`src/rtl/deque_arbiter_if.sv`:
```
// Requester command/response, deque control and deque status bundle for deque_arbiter.
// slave = arbiter side, master = requesters plus deque side.
interface deque_arbiter_if;
   logic       req0_valid;
   logic       req0_ready;
   logic       req0_pop;
   logic       req0_sel;
   logic [7:0] req0_data;
   logic       req1_valid;
   logic       req1_ready;
   logic       req1_pop;
   logic       req1_sel;
   logic [7:0] req1_data;

   logic       rsp0_valid;
   logic       rsp0_err;
   logic [7:0] rsp0_data;
   logic       rsp1_valid;
   logic       rsp1_err;
   logic [7:0] rsp1_data;

   logic       dq_select;
   logic       dq_push;
   logic       dq_pop;
   logic [7:0] dq_data_in;
   logic [7:0] dq_data_out;
   logic       dq_s0_empty;
   logic       dq_s0_full;
   logic       dq_s1_empty;
   logic       dq_s1_full;

   modport slave (
      input  req0_valid, req0_pop, req0_sel, req0_data,
      input  req1_valid, req1_pop, req1_sel, req1_data,
      output req0_ready, req1_ready,
      output rsp0_valid, rsp0_err, rsp0_data,
      output rsp1_valid, rsp1_err, rsp1_data,
      output dq_select, dq_push, dq_pop, dq_data_in,
      input  dq_data_out, dq_s0_empty, dq_s0_full, dq_s1_empty, dq_s1_full
   );

   modport master (
      output req0_valid, req0_pop, req0_sel, req0_data,
      output req1_valid, req1_pop, req1_sel, req1_data,
      input  req0_ready, req1_ready,
      input  rsp0_valid, rsp0_err, rsp0_data,
      input  rsp1_valid, rsp1_err, rsp1_data,
      input  dq_select, dq_push, dq_pop, dq_data_in,
      output dq_data_out, dq_s0_empty, dq_s0_full, dq_s1_empty, dq_s1_full
   );
endinterface

```
`src/rtl/deque_arbiter.sv`:
```
// Round-robin arbiter serialising two requesters' push/pop commands onto two deques (IDLE->ISSUE->CAPTURE).
// Define DEQUE_ARB_ERRCNT_EN to build the saturating rejected-command counter on err_count.
module deque_arbiter #(
   parameter int CNT_W = 8
) (
   input  logic             clk,
   input  logic             rst,
   deque_arbiter_if.slave   bus,
   output logic [CNT_W-1:0] err_count
);
   typedef enum logic [1:0] {IDLE, ISSUE, CAPTURE} state_t;

   state_t     state_q, state_d;
   logic       prio_q, prio_d;
   logic       id_q, id_d;
   logic       pop_q, pop_d;
   logic       sel_q, sel_d;
   logic       err_q, err_d;
   logic [7:0] data_q, data_d;

   logic       rsp0_valid_q, rsp0_valid_d, rsp1_valid_q, rsp1_valid_d;
   logic       rsp0_err_q, rsp0_err_d, rsp1_err_q, rsp1_err_d;
   logic [7:0] rsp0_data_q, rsp0_data_d, rsp1_data_q, rsp1_data_d;

   logic       gnt_vld, gnt_id, illegal, issue_ok;
   logic [7:0] rsp_byte;

   always_comb begin
      gnt_vld  = bus.req0_valid | bus.req1_valid;
      gnt_id   = (bus.req0_valid & bus.req1_valid) ? prio_q : bus.req1_valid;
      illegal  = pop_q ? (sel_q ? bus.dq_s1_empty : bus.dq_s0_empty)
                       : (sel_q ? bus.dq_s1_full  : bus.dq_s0_full);
      issue_ok = (state_q == ISSUE) && !illegal;
      rsp_byte = (pop_q && !err_q) ? bus.dq_data_out : 8'h00;
   end

   always_comb begin
      state_d        = state_q;
      prio_d         = prio_q;
      id_d           = id_q;
      pop_d          = pop_q;
      sel_d          = sel_q;
      err_d          = err_q;
      data_d         = data_q;
      rsp0_valid_d   = 1'b0;
      rsp1_valid_d   = 1'b0;
      rsp0_err_d     = 1'b0;
      rsp1_err_d     = 1'b0;
      rsp0_data_d    = 8'h00;
      rsp1_data_d    = 8'h00;
      bus.req0_ready = 1'b0;
      bus.req1_ready = 1'b0;
      case (state_q)
         IDLE: begin
            // ready is combinational, so it must also drop while rst is held
            if (gnt_vld && !rst) begin
               bus.req0_ready = !gnt_id;
               bus.req1_ready = gnt_id;
               id_d           = gnt_id;
               prio_d         = !gnt_id;
               pop_d          = gnt_id ? bus.req1_pop  : bus.req0_pop;
               sel_d          = gnt_id ? bus.req1_sel  : bus.req0_sel;
               data_d         = gnt_id ? bus.req1_data : bus.req0_data;
               state_d        = ISSUE;
            end
         end
         ISSUE: begin
            err_d   = illegal;
            state_d = CAPTURE;
         end
         CAPTURE: begin
            rsp0_valid_d = !id_q;
            rsp1_valid_d = id_q;
            rsp0_err_d   = !id_q & err_q;
            rsp1_err_d   = id_q & err_q;
            rsp0_data_d  = id_q ? 8'h00 : rsp_byte;
            rsp1_data_d  = id_q ? rsp_byte : 8'h00;
            state_d      = IDLE;
         end
         default: state_d = IDLE;
      endcase
   end

   always_ff @(posedge clk or posedge rst) begin
      if (rst) begin
         state_q      <= IDLE;
         prio_q       <= 1'b0;
         id_q         <= 1'b0;
         pop_q        <= 1'b0;
         sel_q        <= 1'b0;
         err_q        <= 1'b0;
         data_q       <= 8'h00;
         rsp0_valid_q <= 1'b0;
         rsp1_valid_q <= 1'b0;
         rsp0_err_q   <= 1'b0;
         rsp1_err_q   <= 1'b0;
         rsp0_data_q  <= 8'h00;
         rsp1_data_q  <= 8'h00;
      end else begin
         state_q      <= state_d;
         prio_q       <= prio_d;
         id_q         <= id_d;
         pop_q        <= pop_d;
         sel_q        <= sel_d;
         err_q        <= err_d;
         data_q       <= data_d;
         rsp0_valid_q <= rsp0_valid_d;
         rsp1_valid_q <= rsp1_valid_d;
         rsp0_err_q   <= rsp0_err_d;
         rsp1_err_q   <= rsp1_err_d;
         rsp0_data_q  <= rsp0_data_d;
         rsp1_data_q  <= rsp1_data_d;
      end
   end

   // Strobes, select and write data exist only in a legal ISSUE cycle
   assign bus.dq_push    = issue_ok & ~pop_q;
   assign bus.dq_pop     = issue_ok & pop_q;
   assign bus.dq_select  = issue_ok & sel_q;
   assign bus.dq_data_in = issue_ok ? data_q : 8'h00;

   assign bus.rsp0_valid = rsp0_valid_q;
   assign bus.rsp1_valid = rsp1_valid_q;
   assign bus.rsp0_err   = rsp0_err_q;
   assign bus.rsp1_err   = rsp1_err_q;
   assign bus.rsp0_data  = rsp0_data_q;
   assign bus.rsp1_data  = rsp1_data_q;

`ifdef DEQUE_ARB_ERRCNT_EN
   logic [CNT_W-1:0] err_cnt_q, err_cnt_d;

   always_comb begin
      err_cnt_d = err_cnt_q;
      if ((state_q == CAPTURE) && err_q && (err_cnt_q != {CNT_W{1'b1}}))
         err_cnt_d = err_cnt_q + {{(CNT_W-1){1'b0}}, 1'b1};
   end

   always_ff @(posedge clk or posedge rst) begin
      if (rst) err_cnt_q <= '0;
      else     err_cnt_q <= err_cnt_d;
   end

   assign err_count = err_cnt_q;
`else
   assign err_count = '0;
`endif
endmodule

```
`src/flat_wrapper.sv`:
```
// flat-port wrapper written by rule: the top's interface ports become plain ports
module deque_arbiter_flat 
#(
   parameter int CNT_W = 8
)
  (clk, rst, err_count, bus_req0_valid, bus_req0_pop, bus_req0_sel, bus_req0_data, bus_req1_valid, bus_req1_pop, bus_req1_sel, bus_req1_data, bus_req0_ready, bus_req1_ready, bus_rsp0_valid, bus_rsp0_err, bus_rsp0_data, bus_rsp1_valid, bus_rsp1_err, bus_rsp1_data, bus_dq_select, bus_dq_push, bus_dq_pop, bus_dq_data_in, bus_dq_data_out, bus_dq_s0_empty, bus_dq_s0_full, bus_dq_s1_empty, bus_dq_s1_full);
  deque_arbiter_if bus_i ();
  input  logic clk;
  input  logic rst;
  output logic [CNT_W-1:0] err_count;
  input wire logic [$bits(bus_i.req0_valid)-1:0] bus_req0_valid;
  input wire logic [$bits(bus_i.req0_pop)-1:0] bus_req0_pop;
  input wire logic [$bits(bus_i.req0_sel)-1:0] bus_req0_sel;
  input wire logic [$bits(bus_i.req0_data)-1:0] bus_req0_data;
  input wire logic [$bits(bus_i.req1_valid)-1:0] bus_req1_valid;
  input wire logic [$bits(bus_i.req1_pop)-1:0] bus_req1_pop;
  input wire logic [$bits(bus_i.req1_sel)-1:0] bus_req1_sel;
  input wire logic [$bits(bus_i.req1_data)-1:0] bus_req1_data;
  output wire logic [$bits(bus_i.req0_ready)-1:0] bus_req0_ready;
  output wire logic [$bits(bus_i.req1_ready)-1:0] bus_req1_ready;
  output wire logic [$bits(bus_i.rsp0_valid)-1:0] bus_rsp0_valid;
  output wire logic [$bits(bus_i.rsp0_err)-1:0] bus_rsp0_err;
  output wire logic [$bits(bus_i.rsp0_data)-1:0] bus_rsp0_data;
  output wire logic [$bits(bus_i.rsp1_valid)-1:0] bus_rsp1_valid;
  output wire logic [$bits(bus_i.rsp1_err)-1:0] bus_rsp1_err;
  output wire logic [$bits(bus_i.rsp1_data)-1:0] bus_rsp1_data;
  output wire logic [$bits(bus_i.dq_select)-1:0] bus_dq_select;
  output wire logic [$bits(bus_i.dq_push)-1:0] bus_dq_push;
  output wire logic [$bits(bus_i.dq_pop)-1:0] bus_dq_pop;
  output wire logic [$bits(bus_i.dq_data_in)-1:0] bus_dq_data_in;
  input wire logic [$bits(bus_i.dq_data_out)-1:0] bus_dq_data_out;
  input wire logic [$bits(bus_i.dq_s0_empty)-1:0] bus_dq_s0_empty;
  input wire logic [$bits(bus_i.dq_s0_full)-1:0] bus_dq_s0_full;
  input wire logic [$bits(bus_i.dq_s1_empty)-1:0] bus_dq_s1_empty;
  input wire logic [$bits(bus_i.dq_s1_full)-1:0] bus_dq_s1_full;
  assign bus_i.req0_valid = bus_req0_valid;
  assign bus_i.req0_pop = bus_req0_pop;
  assign bus_i.req0_sel = bus_req0_sel;
  assign bus_i.req0_data = bus_req0_data;
  assign bus_i.req1_valid = bus_req1_valid;
  assign bus_i.req1_pop = bus_req1_pop;
  assign bus_i.req1_sel = bus_req1_sel;
  assign bus_i.req1_data = bus_req1_data;
  assign bus_req0_ready = bus_i.req0_ready;
  assign bus_req1_ready = bus_i.req1_ready;
  assign bus_rsp0_valid = bus_i.rsp0_valid;
  assign bus_rsp0_err = bus_i.rsp0_err;
  assign bus_rsp0_data = bus_i.rsp0_data;
  assign bus_rsp1_valid = bus_i.rsp1_valid;
  assign bus_rsp1_err = bus_i.rsp1_err;
  assign bus_rsp1_data = bus_i.rsp1_data;
  assign bus_dq_select = bus_i.dq_select;
  assign bus_dq_push = bus_i.dq_push;
  assign bus_dq_pop = bus_i.dq_pop;
  assign bus_dq_data_in = bus_i.dq_data_in;
  assign bus_i.dq_data_out = bus_dq_data_out;
  assign bus_i.dq_s0_empty = bus_dq_s0_empty;
  assign bus_i.dq_s0_full = bus_dq_s0_full;
  assign bus_i.dq_s1_empty = bus_dq_s1_empty;
  assign bus_i.dq_s1_full = bus_dq_s1_full;
  deque_arbiter #(.CNT_W(CNT_W)) u_core (.clk(clk), .rst(rst), .bus(bus_i), .err_count(err_count));
endmodule
```
`config.mk`:
```
export PLATFORM = sky130hd
export DESIGN_NAME = deque_arbiter_flat
export DESIGN_NICKNAME = d
export VERILOG_FILES = /design/src/rtl/deque_arbiter_if.sv /design/src/rtl/deque_arbiter.sv /design/src/flat_wrapper.sv
export SDC_FILE = /design/constraint.sdc
export NUM_CORES = 1
export LEC_CHECK = 0
export BUFFER_PORTS_ARGS = -buffer_cell sky130_fd_sc_hd__buf_2
export CAP_MARGIN = 10
export CORE_MARGIN = 10
export CORE_UTILIZATION = 35
export DETAILED_ROUTE_END_ITERATION = 7
export GPL_ROUTABILITY_DRIVEN = 1
export HOLD_SLACK_MARGIN = 0.12
export PLACE_DENSITY = 0.71
export SLEW_MARGIN = 25
export SYNTH_ARGS = -nofsm -noshare
export SYNTH_HDL_FRONTEND = slang
export SYNTH_SLANG_ARGS = --single-unit
```
`constraint.sdc`:
```
create_clock -name clk -period 2 [get_ports clk]
set_input_delay 0.4 -clock clk [delete_from_list [all_inputs] [get_ports clk]]
set_output_delay 0.4 -clock clk [all_outputs]
set_load 0.01 [all_outputs]
```
==> summary.md, run 1 <==
| Metric | Value |
|---|---|
| Worst Path Arrival | between 1.5 and 2 ns |
| CP endpoint | bus_dq_data_in[2] |
| Diodes inserted | 0 |
| Crit Path Class | flip-flop to output pin |
| Synth-to-layout area growth | 31.0% |
| Setup-failing EPs final | 0 |
| Antenna violations before repair | 0 |
| Commonest non-fill, non-tap cell in the layout | buf_2 |
| Post-synthesis adder-cell area fraction | 0 |
| CP endpoint kind | output pin |
| Worst Clk Skew | between 0.009 and 0.01 ns |
| Reg-to-Reg Start | u_core.state_q[1]$_DFFE_PP0P_ |
| Vias/cell | approximately 5 |
| Detail Placement HPWL | ~3200 um |
| Final Critical Period | approximately 2 ns |
| Final Cycle Share | 0.977 |
| Worst setup path start | u_core.sel_q$_DFFE_PP0P_ |
| Largest net degree at the start of global routing | 36 |
| Vias | around 1300 |
| Count of pins over their slew limit | 0 |
| Max-Cap Viols | 0 |
| Cts repair resizes | 5 |
| DRC viols | 0 |
| Vias in the first global route | approximately 1400 |
| DR iter-0 viols | 31 |
| Placed Area | roughly 1900 um^2 |
| Main flop type after synthesis | dfrtp_1 |
| Overflow after GRT | 0 |
| IR drop worst, VDD | roughly 0.00034 V |
| CTS H-tree lvls | 2 |
| Clk_lat worst skew | 0.29 ns |
| Worst-path clk slew | around 0.070 ns |
| DP Worst Slack | approximately 0.034 ns |
| Root buffer cell | clkbuf_8 |
| WL final | roughly 4400 um |
| Clock Path Buffers | 2 |
| Non-Filler Instances | 268 |
| Synth Area in Simple Gates | 0.172 |
| EDFF count, synth | 0 |
| Slew headroom | 0.654 |
| Status | finished, final reports clean |
| R2R Setup Slk | around 0.56 ns |
| Fraction of registers with async set or reset after synthesis | 1.00 |
| # Post-CTS Setup Buffers | 0 |
| Least-Margin Pin Slew | about 0.52 ns |
| R2R Path End | u_core.id_q$_DFFE_PP0P_ |
| Most frequent cells in the layout | buf_2 (68), dfrtp_1 (33), and3_1 (16) |
| Gpl congestion | between 0.7 and 0.8 |
| CTS buffer count | 5 |
| Post-DRT Antenna Nets | 0 |
| Leakage | roughly 1.1 nW |
| Post-Syn Area | about 1600 um^2 |
| Total power | 1.87 mW |
| Yosys cell types | 28 |
| Setup crit start kind | flip-flop |
| Reg2Reg Depth | 4 |
| Post-Synth XOR/XNOR Area | 0 |
| CP Max Fanout | 12 |
| Post-Place Cells | between 200 and 300 |
| Post-synthesis mux area share | 0.0221 |
| Share of cells above drive strength 1 | 0.431 |
| Hold WS | roughly 0.21 ns |
| Req. time, crit path | between 1.5 and 2 ns |
| Compound-Gate Fraction of Synth Area | 0.165 |
| Die X | slightly below 90 um |
| Setup TNS | 0 ns |
| Hold Vio Cnt, Final | 0 |
| Core Util, Final | 0.474 |
| Final instance area | approximately 2100 um^2 |
| RSZ-0062 raised after global routing | yes |
| Number of port buffers | 68 |
| Die area | approximately 7600 um^2 |
| TritonRoute pass-1 iters | 4 |
| CTS tree | done |
| Clk sinks | 35 |
| PwrDens | 899 nW/um^2 |
| Routed WL per cell | roughly 16 um |
| Yosys reg bits | 35 |
| Avg Cell Area, Syn | roughly 11 um^2 |
| Die Span Y | 87.4 um |
| Sequential area share after synthesis | 0.552 |
| Initial Util | 0.362 |
| Boundary Pins | 77 |
| Fmax | ~0.51 GHz |
| Net count, final | 251 |
| Fill cells | 430 |
| Row cnt | 24 |
| Largest family of logic cells by synthesized area | simple AND/OR/NAND/NOR gates |
| Worst Hold Class | input pin to async pin |
| Core Box Area | about 4400 um^2 |
| CTS Hold Buffers Added | 0 |
| GRT Overall Usage | 0.113 |
| YS warnings | 0 |
| Synth Instances | 148 |
| Global-route wire length before repair | 6910 um |
| Final worst setup slack | approximately 0.045 ns |
worst min path at each step:
| stage | start | endpoint | slack [ns] | cells after the start |
|---|---|---|---|---|
| floorplan | u_core.id_q$_DFFE_PP0P_ | u_core.bus.rsp0_valid$_DFF_PP0_ | 0.48 | 1 |
| global placement | u_core.data_q[7]$_DFFE_PP0P_ | u_core.data_q[7]$_DFFE_PP0P_ | 0.52 | 2 |
| detailed placement | u_core.data_q[6]$_DFFE_PP0P_ | u_core.data_q[6]$_DFFE_PP0P_ | 0.53 | 2 |
| CTS | rst | u_core.err_q$_DFFE_PP0N_ | 0.23 | 3 |
| global route | rst | u_core.id_q$_DFFE_PP0P_ | 0.26 | 3 |
| finish | rst | u_core.id_q$_DFFE_PP0P_ | 0.21 | 3 |
per-layer routing:
metal,up-vias,routed length (um),share of wire,GRT usage
met4,0,40,0.0091,0.0304
met1,616,1910,0.44,0.131
met3,4,555,0.13,0.0721
met5,-,0,0,0
li1,643,-,-,-
met2,72,1880,0.43,0.170
Yosys cell counts (all sizes together), types with 2 or more instances:
master,number,share of area
nor2,4,0.011
dfrtp,35,0.55
nor3b,10,0.050
clkbuf,7,0.017
mux2i,2,0.013
nor3,2,0.0095
and3,16,0.063
a31oi,10,0.039
inv,3,0.0071
and2,4,0.016
o21ai,11,0.035
o211ai,10,0.047
a21oi,12,0.038
buf,13,0.061
nor2b,2,0.0079
registers in the layout, summed over array words and instances, names as in the netlist:
signal                 flops
u_core.bus.rsp0_valid      1
u_core.bus.rsp1_data       8
u_core.state_q             2
u_core.err_q               1
u_core.sel_q               1
u_core.bus.rsp0_data       8
u_core.bus.rsp0_err        1
u_core.pop_q               1
u_core.bus.rsp1_valid      1
u_core.prio_q              1
u_core.id_q                1
u_core.data_q              8
u_core.bus.rsp1_err        1
power by group:
part,internal (mW),switching [mW],total [mW]
registers,0.802,0.0705,0.873
logic,0.188,0.250,0.438
clock network,0.314,0.244,0.558
total,1.30,0.565,1.87
cell type report:
type / count / area, um^2 / share of cell area
flip-flops and latches: 35 / 878 / 0.422
multi-input cells: 96 / 643 / 0.309
repair buffers: 73 / 378 / 0.182
clock buffers: 8 / 100 / 0.0481
well taps: 52 / 65.1 / 0.0313
inverters: 4 / 15.0 / 0.00722
critical path: stages (launching register included):
cell and delay (ns):
dfrtp_2 0.46, mux2i_4 0.21, o21ai_4 0.34, nor3b_1 0.10, buf_2 0.16
kinds of logic after synthesis:
kind of cell | count (synthesis)
mux | 3
flops | 35
other cells | 1
buf+inv | 24
compound gates | 44
simple gates | 41
Power figures use the tool's default switching activity.
==> run 2, diff against run 1 <==
--- a/config.mk
+++ b/config.mk
@@ -7,7 +7,7 @@
 export LEC_CHECK = 0
 export BUFFER_PORTS_ARGS = -buffer_cell sky130_fd_sc_hd__buf_2
 export CAP_MARGIN = 10
-export CORE_MARGIN = 10
+export CORE_MARGIN = 2
 export CORE_UTILIZATION = 35
 export DETAILED_ROUTE_END_ITERATION = 7
 export GPL_ROUTABILITY_DRIVEN = 1
==> summary.md, run 2 (synthesized netlist as in run 1, its figures left out) <==
| Metric | Value |
|---|---|
| Boundary Pins | 77 (unchanged) |
| Clock Path Buffers | 2 (unchanged) |
| Most frequent cells in the layout | buf_2 (68), dfrtp_1 (34), and3_1 (16) |
| Clock group share of total power | 0.313 (+0.014) |
| Psw | 0.540 mW (-4.5%) |
| Routed WL per cell | 13.8 um (-16%) |
| Initial Util | 0.365 (+0.00250) |
| Reg2Reg Depth | 4 (unchanged) |
| Least-Margin Pin Slew | 0.494 ns (-0.0231 ns) |
| CP endpoint kind | output pin |
| Int Power | 1.36 mW (+4.0%) |
| Net count, final | 253 (+0.80%) |
| Combinational Power Share | 0.231 (-0.003) |
| Worst Path Arrival | 1.51 ns (-0.04 ns) |
| Global-route wire length before repair | 6000 um (-13%) |
| Max-Cap Viols | 0 (unchanged) |
| CTS buffer count | 5 (unchanged) |
| Reg-to-Reg Start | u_core.state_q[1]$_DFFE_PP0P_ |
| Switching portion of total power | 0.285 (-0.0177) |
| Overflow after GRT | 0 (unchanged) |
| TritonRoute pass-1 iters | 4 (unchanged) |
| R2R Setup Slk | 0.56 ns (about the same) |
| Met2 Track Usage GR | 0.240 (+0.0697) |
| Post-DRT Antenna Nets | 0 (unchanged) |
| Synth-to-layout area growth | 31.1% |
| CTS Hold Buffers Added | 0 (unchanged) |
| Hold Vio Cnt, Final | 0 (unchanged) |
| Final instance area | 2080 um^2 (+0.12%) |
| Count of pins over their slew limit | 0 (unchanged) |
| Worst Clk Skew | 0.00689 ns (-0.00271 ns) |
| Worst-path clk slew | 0.07 ns (about the same) |
| PwrDens | 911 nW/um^2 (+1.3%) |
| Clk sinks | 35 (unchanged) |
| DRC viols | 0 (unchanged) |
| Global routing usage on met3 | 0.0436 (-0.0285) |
| Root buffer cell | clkbuf_8 |
| CTS H-tree lvls | 2 (unchanged) |
| Detail Placement HPWL | 2730 um (-16%) |
| Hold WS | 0.162 ns (-0.0492 ns) |
| Fmax | 0.524 GHz (+2.4%) |
| Gpl congestion | 0.827 (+4.6%) |
| Number of port buffers | 68 (unchanged) |
| GR peak layer | met2 |
| Die area | 5090 um^2 (-33%) |
| Vias in the first global route | 1304 (-9.3%) |
| # Post-CTS Setup Buffers | 0 (unchanged) |
| Vias/cell | 5.00 (+0.37%) |
| R2R Path End | u_core.id_q$_DFFE_PP0P_ |
| Final Cycle Share | 0.955 (-0.0228) |
| Setup crit start kind | flip-flop |
| Diodes inserted | 0 (unchanged) |
| GRT met1 Usage | 0.191 (+0.0597) |
| Req. time, crit path | 1.60 ns (about the same) |
| IR drop worst, VDD | 0.000352 V (+3.6%) |
| Setup-failing EPs final | 0 (unchanged) |
| Antenna violations before repair | 0 (unchanged) |
| Sequential share of power | 0.455 (-0.012) |
| Worst Hold Class | input pin to async pin |
| Die Span Y | 71.4 um (-18%) |
| WL final | 3700 um (-15%) |
| Row cnt | 24 (unchanged) |
| Placed Area | 1950 um^2 (+0.78%) |
| Final Critical Period | 1.91 ns (-0.0456 ns) |
| Share of cells above drive strength 1 | 0.424 (-0.00659) |
| Clk_lat worst skew | 0.27 ns (-0.02 ns) |
| CTS tree | done |
| CP Max Fanout | 12 (unchanged) |
| DR iter-0 viols | 36 (+16%) |
| Core Box Area | 4350 um^2 (-0.68%) |
| Largest net degree at the start of global routing | 19 (-47%) |
| Leakage | 1.12 nW (+0.63%) |
| DP Worst Slack | 0.103 ns (+0.0688 ns) |
| Status | finished, final reports clean |
| Commonest non-fill, non-tap cell in the layout | buf_2 |
| Die X | 71.4 um (-18%) |
| Final worst setup slack | 0.0907 ns (+0.0456 ns) |
| Vias | 1345 (+0.75%) |
| Slew headroom | 0.669 (+0.0155) |
| Crit Path Class | flip-flop to output pin |
| GRT Overall Usage | 0.147 (+0.0332) |
[run 2: changes by cell type in the layout (fill, tap and decap cells not counted), sizes merged]
cell    change
buf         +2
clkbuf      -2
bufinv      +1
[run 2: worst max-delay path by stage]
| stage | to | from | slack, ns |
|---|---|---|---|
| finish | bus_dq_data_in[6] | u_core.sel_q$_DFFE_PP0P_ | 0.09 |
| global route | bus_dq_data_in[0] | u_core.sel_q$_DFFE_PP0P_ | -0.02 |
| detailed placement | bus_dq_data_in[0] | u_core.sel_q$_DFFE_PP0P_ | 0.10 |
| CTS | bus_dq_data_in[0] | u_core.state_q[1]$_DFFE_PP0P_ | 0.04 |
| floorplan | bus_dq_data_in[0] | u_core.state_q[1]$_DFFE_PP0P_ | 0.43 |
| global placement | bus_dq_data_in[0] | u_core.sel_q$_DFFE_PP0P_ | 0.11 |
[run 2: critical path, cell delays in order, from the launching register on]
cell and delay [ns]:
dfrtp_2 0.42, mux2i_2 0.29, o21ai_4 0.14, nor3b_1 0.22, buf_2 0.16
[run 2: timing repair]
| item | 4_1_cts | 5_1_grt |
|---|---|---|
| gates resized for setup | 3 | 6 |
| cloned | 0 | 0 |
| endpoints found under the setup margin | 12 | 11 |
| pin swaps | 0 | 0 |
[run 2: layout make-up]
| class | instances | area [um^2] |
|---|---|---|
| Clock inverter | 1 | 30.0 |
| Tap cell | 52 | 65.1 |
| Multi-Input combinational cell | 96 | 629 |
| Clock buffer | 6 | 72.6 |
| Timing Repair Buffer | 75 | 393 |
| Fill cell | 419 | 2270 |
| Sequential cell | 35 | 877 |
| Inverter | 4 | 15.0 |
[run 2: metrics by stage]
stage | util | std cells | setup TNS [ns] | power (mW)
after detailed placement | 0.447 | 262 | 0 | 1.29
after floorplan | - | 155 | 0 | 1.15
final | 0.478 | 269 | 0 | 1.90
after global routing | 0.478 | 269 | -0.0257 | 2.02
after global placement | 0.447 | 262 | 0 | 1.28
after CTS | 0.473 | 269 | 0 | 1.90
[run 2: power groups by stage]
stage | Combinational (mW) | Clock (mW) | Sequential [mW]
6_report | 0.439 | 0.594 | 0.863
5_1_grt | 0.492 | 0.648 | 0.876
4_1_cts | 0.424 | 0.613 | 0.860
3_5_place_dp | 0.418 | 0 | 0.870
3_3_place_gp | 0.410 | 0 | 0.872
2_1_floorplan | 0.286 | 0 | 0.867
[run 2: layer usage]
metal  share of wire  vias up
met5               0        -
met4          0.0038        0
met3           0.089        2
met2            0.46       73
met1            0.44      624
li1                -      646
==> run 3, diff against run 2 <==
--- a/config.mk
+++ b/config.mk
@@ -7,11 +7,11 @@
 export LEC_CHECK = 0
 export BUFFER_PORTS_ARGS = -buffer_cell sky130_fd_sc_hd__buf_2
 export CAP_MARGIN = 10
-export CORE_MARGIN = 2
 export CORE_UTILIZATION = 35
 export DETAILED_ROUTE_END_ITERATION = 7
 export GPL_ROUTABILITY_DRIVEN = 1
 export HOLD_SLACK_MARGIN = 0.12
+export MAX_ROUTING_LAYER = met4
 export PLACE_DENSITY = 0.71
 export SLEW_MARGIN = 25
 export SYNTH_ARGS = -nofsm -noshare
==> summary.md, run 3 (synthesized netlist as in run 1, its figures left out) <==
| Metric | Value |
|---|---|
| Clk_lat worst skew | 0.28 ns (about the same) |
| Boundary Pins | 77 (unchanged) |
| Worst Clk Skew | 0.00698 ns (+0.0000848 ns) |
| Leakage | 1.12 nW (about the same) |
| Synth-to-layout area growth | 30.7% |
| CTS tree | done |
| Die Span Y | 69.4 um (-2.8%) |
| Reg2Reg Depth | 4 (unchanged) |
| R2R Path End | u_core.id_q$_DFFE_PP0P_ |
| Met2 Track Usage GR | 0.219 (-0.0207) |
| Final Critical Period | 1.92 ns (+0.0120 ns) |
| CTS buffer count | 5 (unchanged) |
| Setup crit start kind | flip-flop |
| Most frequent cells in the layout | buf_2 (68), dfrtp_1 (34), and3_1 (16) |
| Row cnt | 24 (unchanged) |
| Number of port buffers | 68 (unchanged) |
| Count of pins over their slew limit | 0 (unchanged) |
| Vias/cell | 4.87 (-2.5%) |
| WL final | 3480 um (-6.1%) |
| Req. time, crit path | 1.60 ns (about the same) |
| DRC viols | 0 (unchanged) |
| TritonRoute pass-1 iters | 4 (unchanged) |
| Final Cycle Share | 0.961 (+0.00599) |
| Overflow after GRT | 0 (unchanged) |
| CP Max Fanout | 12 (unchanged) |
| Routed WL per cell | 12.9 um (-6.5%) |
| Worst-path clk slew | 0.07 ns (about the same) |
| Vias | 1316 (-2.2%) |
| Largest net degree at the start of global routing | 22 (+3) |
| Share of cells above drive strength 1 | 0.431 (+0.00723) |
| Worst Hold Class | input pin to async pin |
| Setup TNS | 0 ns (unchanged) |
| Worst Path Arrival | 1.52 ns (about the same) |
| Post-DRT Antenna Nets | 0 (unchanged) |
| Placed Area | 1960 um^2 (+0.64%) |
| CTS Hold Buffers Added | 0 (unchanged) |
| GRT Overall Usage | 0.150 (+0.00352) |
| GRT met1 Usage | 0.195 (+0.00443) |
| # Post-CTS Setup Buffers | 0 (unchanged) |
| Initial Util | 0.365 (unchanged) |
| Cts repair resizes | 3 (unchanged) |
| Reg-to-Reg Start | u_core.state_q[1]$_DFFE_PP0P_ |
| Detail Placement HPWL | 2640 um (-3.2%) |
| Max-Cap Viols | 0 (unchanged) |
| R2R Setup Slk | 0.58 ns (+0.02 ns) |
| Setup-failing EPs final | 0 (unchanged) |
| CP endpoint kind | output pin |
| PwrDens | 857 nW/um^2 (-5.9%) |
| Total power | 1.78 mW (-6.1%) |
| Clock Path Buffers | 2 (unchanged) |
| Global routing usage on met3 | 0.0494 (+0.00582) |
| GR peak layer | met2 |
| Vias in the first global route | 1162 (-11%) |
| Commonest non-fill, non-tap cell in the layout | buf_2 |
| RSZ-0062 raised after global routing | no |
| Slew headroom | 0.597 (-0.0716) |
| IR drop worst, VDD | 0.000364 V (+3.5%) |
| Status | finished, final reports clean |
| Clk sinks | 35 (unchanged) |
| Diodes inserted | 0 (unchanged) |
| Crit Path Class | flip-flop to output pin |
| Die X | 69.4 um (-2.8%) |
| CP endpoint | bus_dq_data_in[4] |
| Core Box Area | 4350 um^2 (unchanged) |
| Global-route wire length before repair | 5580 um (-7.0%) |
| Hold Vio Cnt, Final | 0 (unchanged) |
| Post-Place Cells | 262 (unchanged) |
| Net count, final | 253 (unchanged) |
| Antenna violations before repair | 0 (unchanged) |
| CTS H-tree lvls | 2 (unchanged) |
| Final instance area | 2080 um^2 (-0.30%) |
| Non-Filler Instances | 270 (+0.37%) |
| Fmax | 0.520 GHz (-0.62%) |
| Die area | 4810 um^2 (-5.5%) |
| Least-Margin Pin Slew | 0.603 ns (+0.109 ns) |
| Gpl congestion | 0.818 (-1.1%) |
| Root buffer cell | clkbuf_8 |
| DR iter-0 viols | 54 (+50%) |
| Worst setup path start | u_core.sel_q$_DFFE_PP0P_ |
-- run 3: worst min path at each step --
stage                                      endpoint  cells past startpoint               startpoint
floorplan           u_core.bus.rsp0_valid$_DFF_PP0_                      1  u_core.id_q$_DFFE_PP0P_
global placement            u_core.id_q$_DFFE_PP0P_                      2                      rst
detailed placement    u_core.state_q[0]$_DFFE_PP0P_                      2                      rst
CTS                   u_core.state_q[0]$_DFFE_PP0P_                      2                      rst
global route          u_core.state_q[0]$_DFFE_PP0P_                      2                      rst
finish                u_core.state_q[0]$_DFFE_PP0P_                      2                      rst
-- run 3: layer usage --
metal | up-vias | part of all wire
met5 | - | 0
met4 | 0 | 0.013
met3 | 5 | 0.078
met2 | 65 | 0.44
met1 | 599 | 0.47
li1 | 647 | -
-- run 3: report_power, final --
group | leakage, nW | internal, mW | switching, mW | total (mW)
Combinational | 0.626 | 0.193 | 0.246 | 0.439
Clock | 0.0477 | 0.238 | 0.242 | 0.480
Sequential | 0.448 | 0.801 | 0.0597 | 0.861
Total | 1.12 | 1.23 | 0.548 | 1.78
-- run 3: per-stage QoR --
stage,utilization,hold slack [ns],setup WS [ns]
floorplan,-,0.476,0.429
global route,0.477,0.230,0.00545
global placement,0.450,0.521,0.0360
finish,0.477,0.196,0.0787
detailed placement,0.450,0.524,0.0671
CTS,0.472,0.217,0.00538
-- run 3: worst max-delay path, stage by stage (launching register included) --
cell	delay (ns)
dfrtp_2	0.41
mux2i_2	0.28
o21ai_4	0.15
nor3b_1	0.23
buf_2	0.17
-- run 3: final cells by class --
class / instances / area, um^2
inverter: 4 / 15.0
clock inverter: 3 / 15.0
fill: 439 / 2280
clock buffer: 5 / 68.8
timing repair buffer: 75 / 405
sequential: 35 / 877
multi-input combinational: 96 / 629
tap: 52 / 65.1
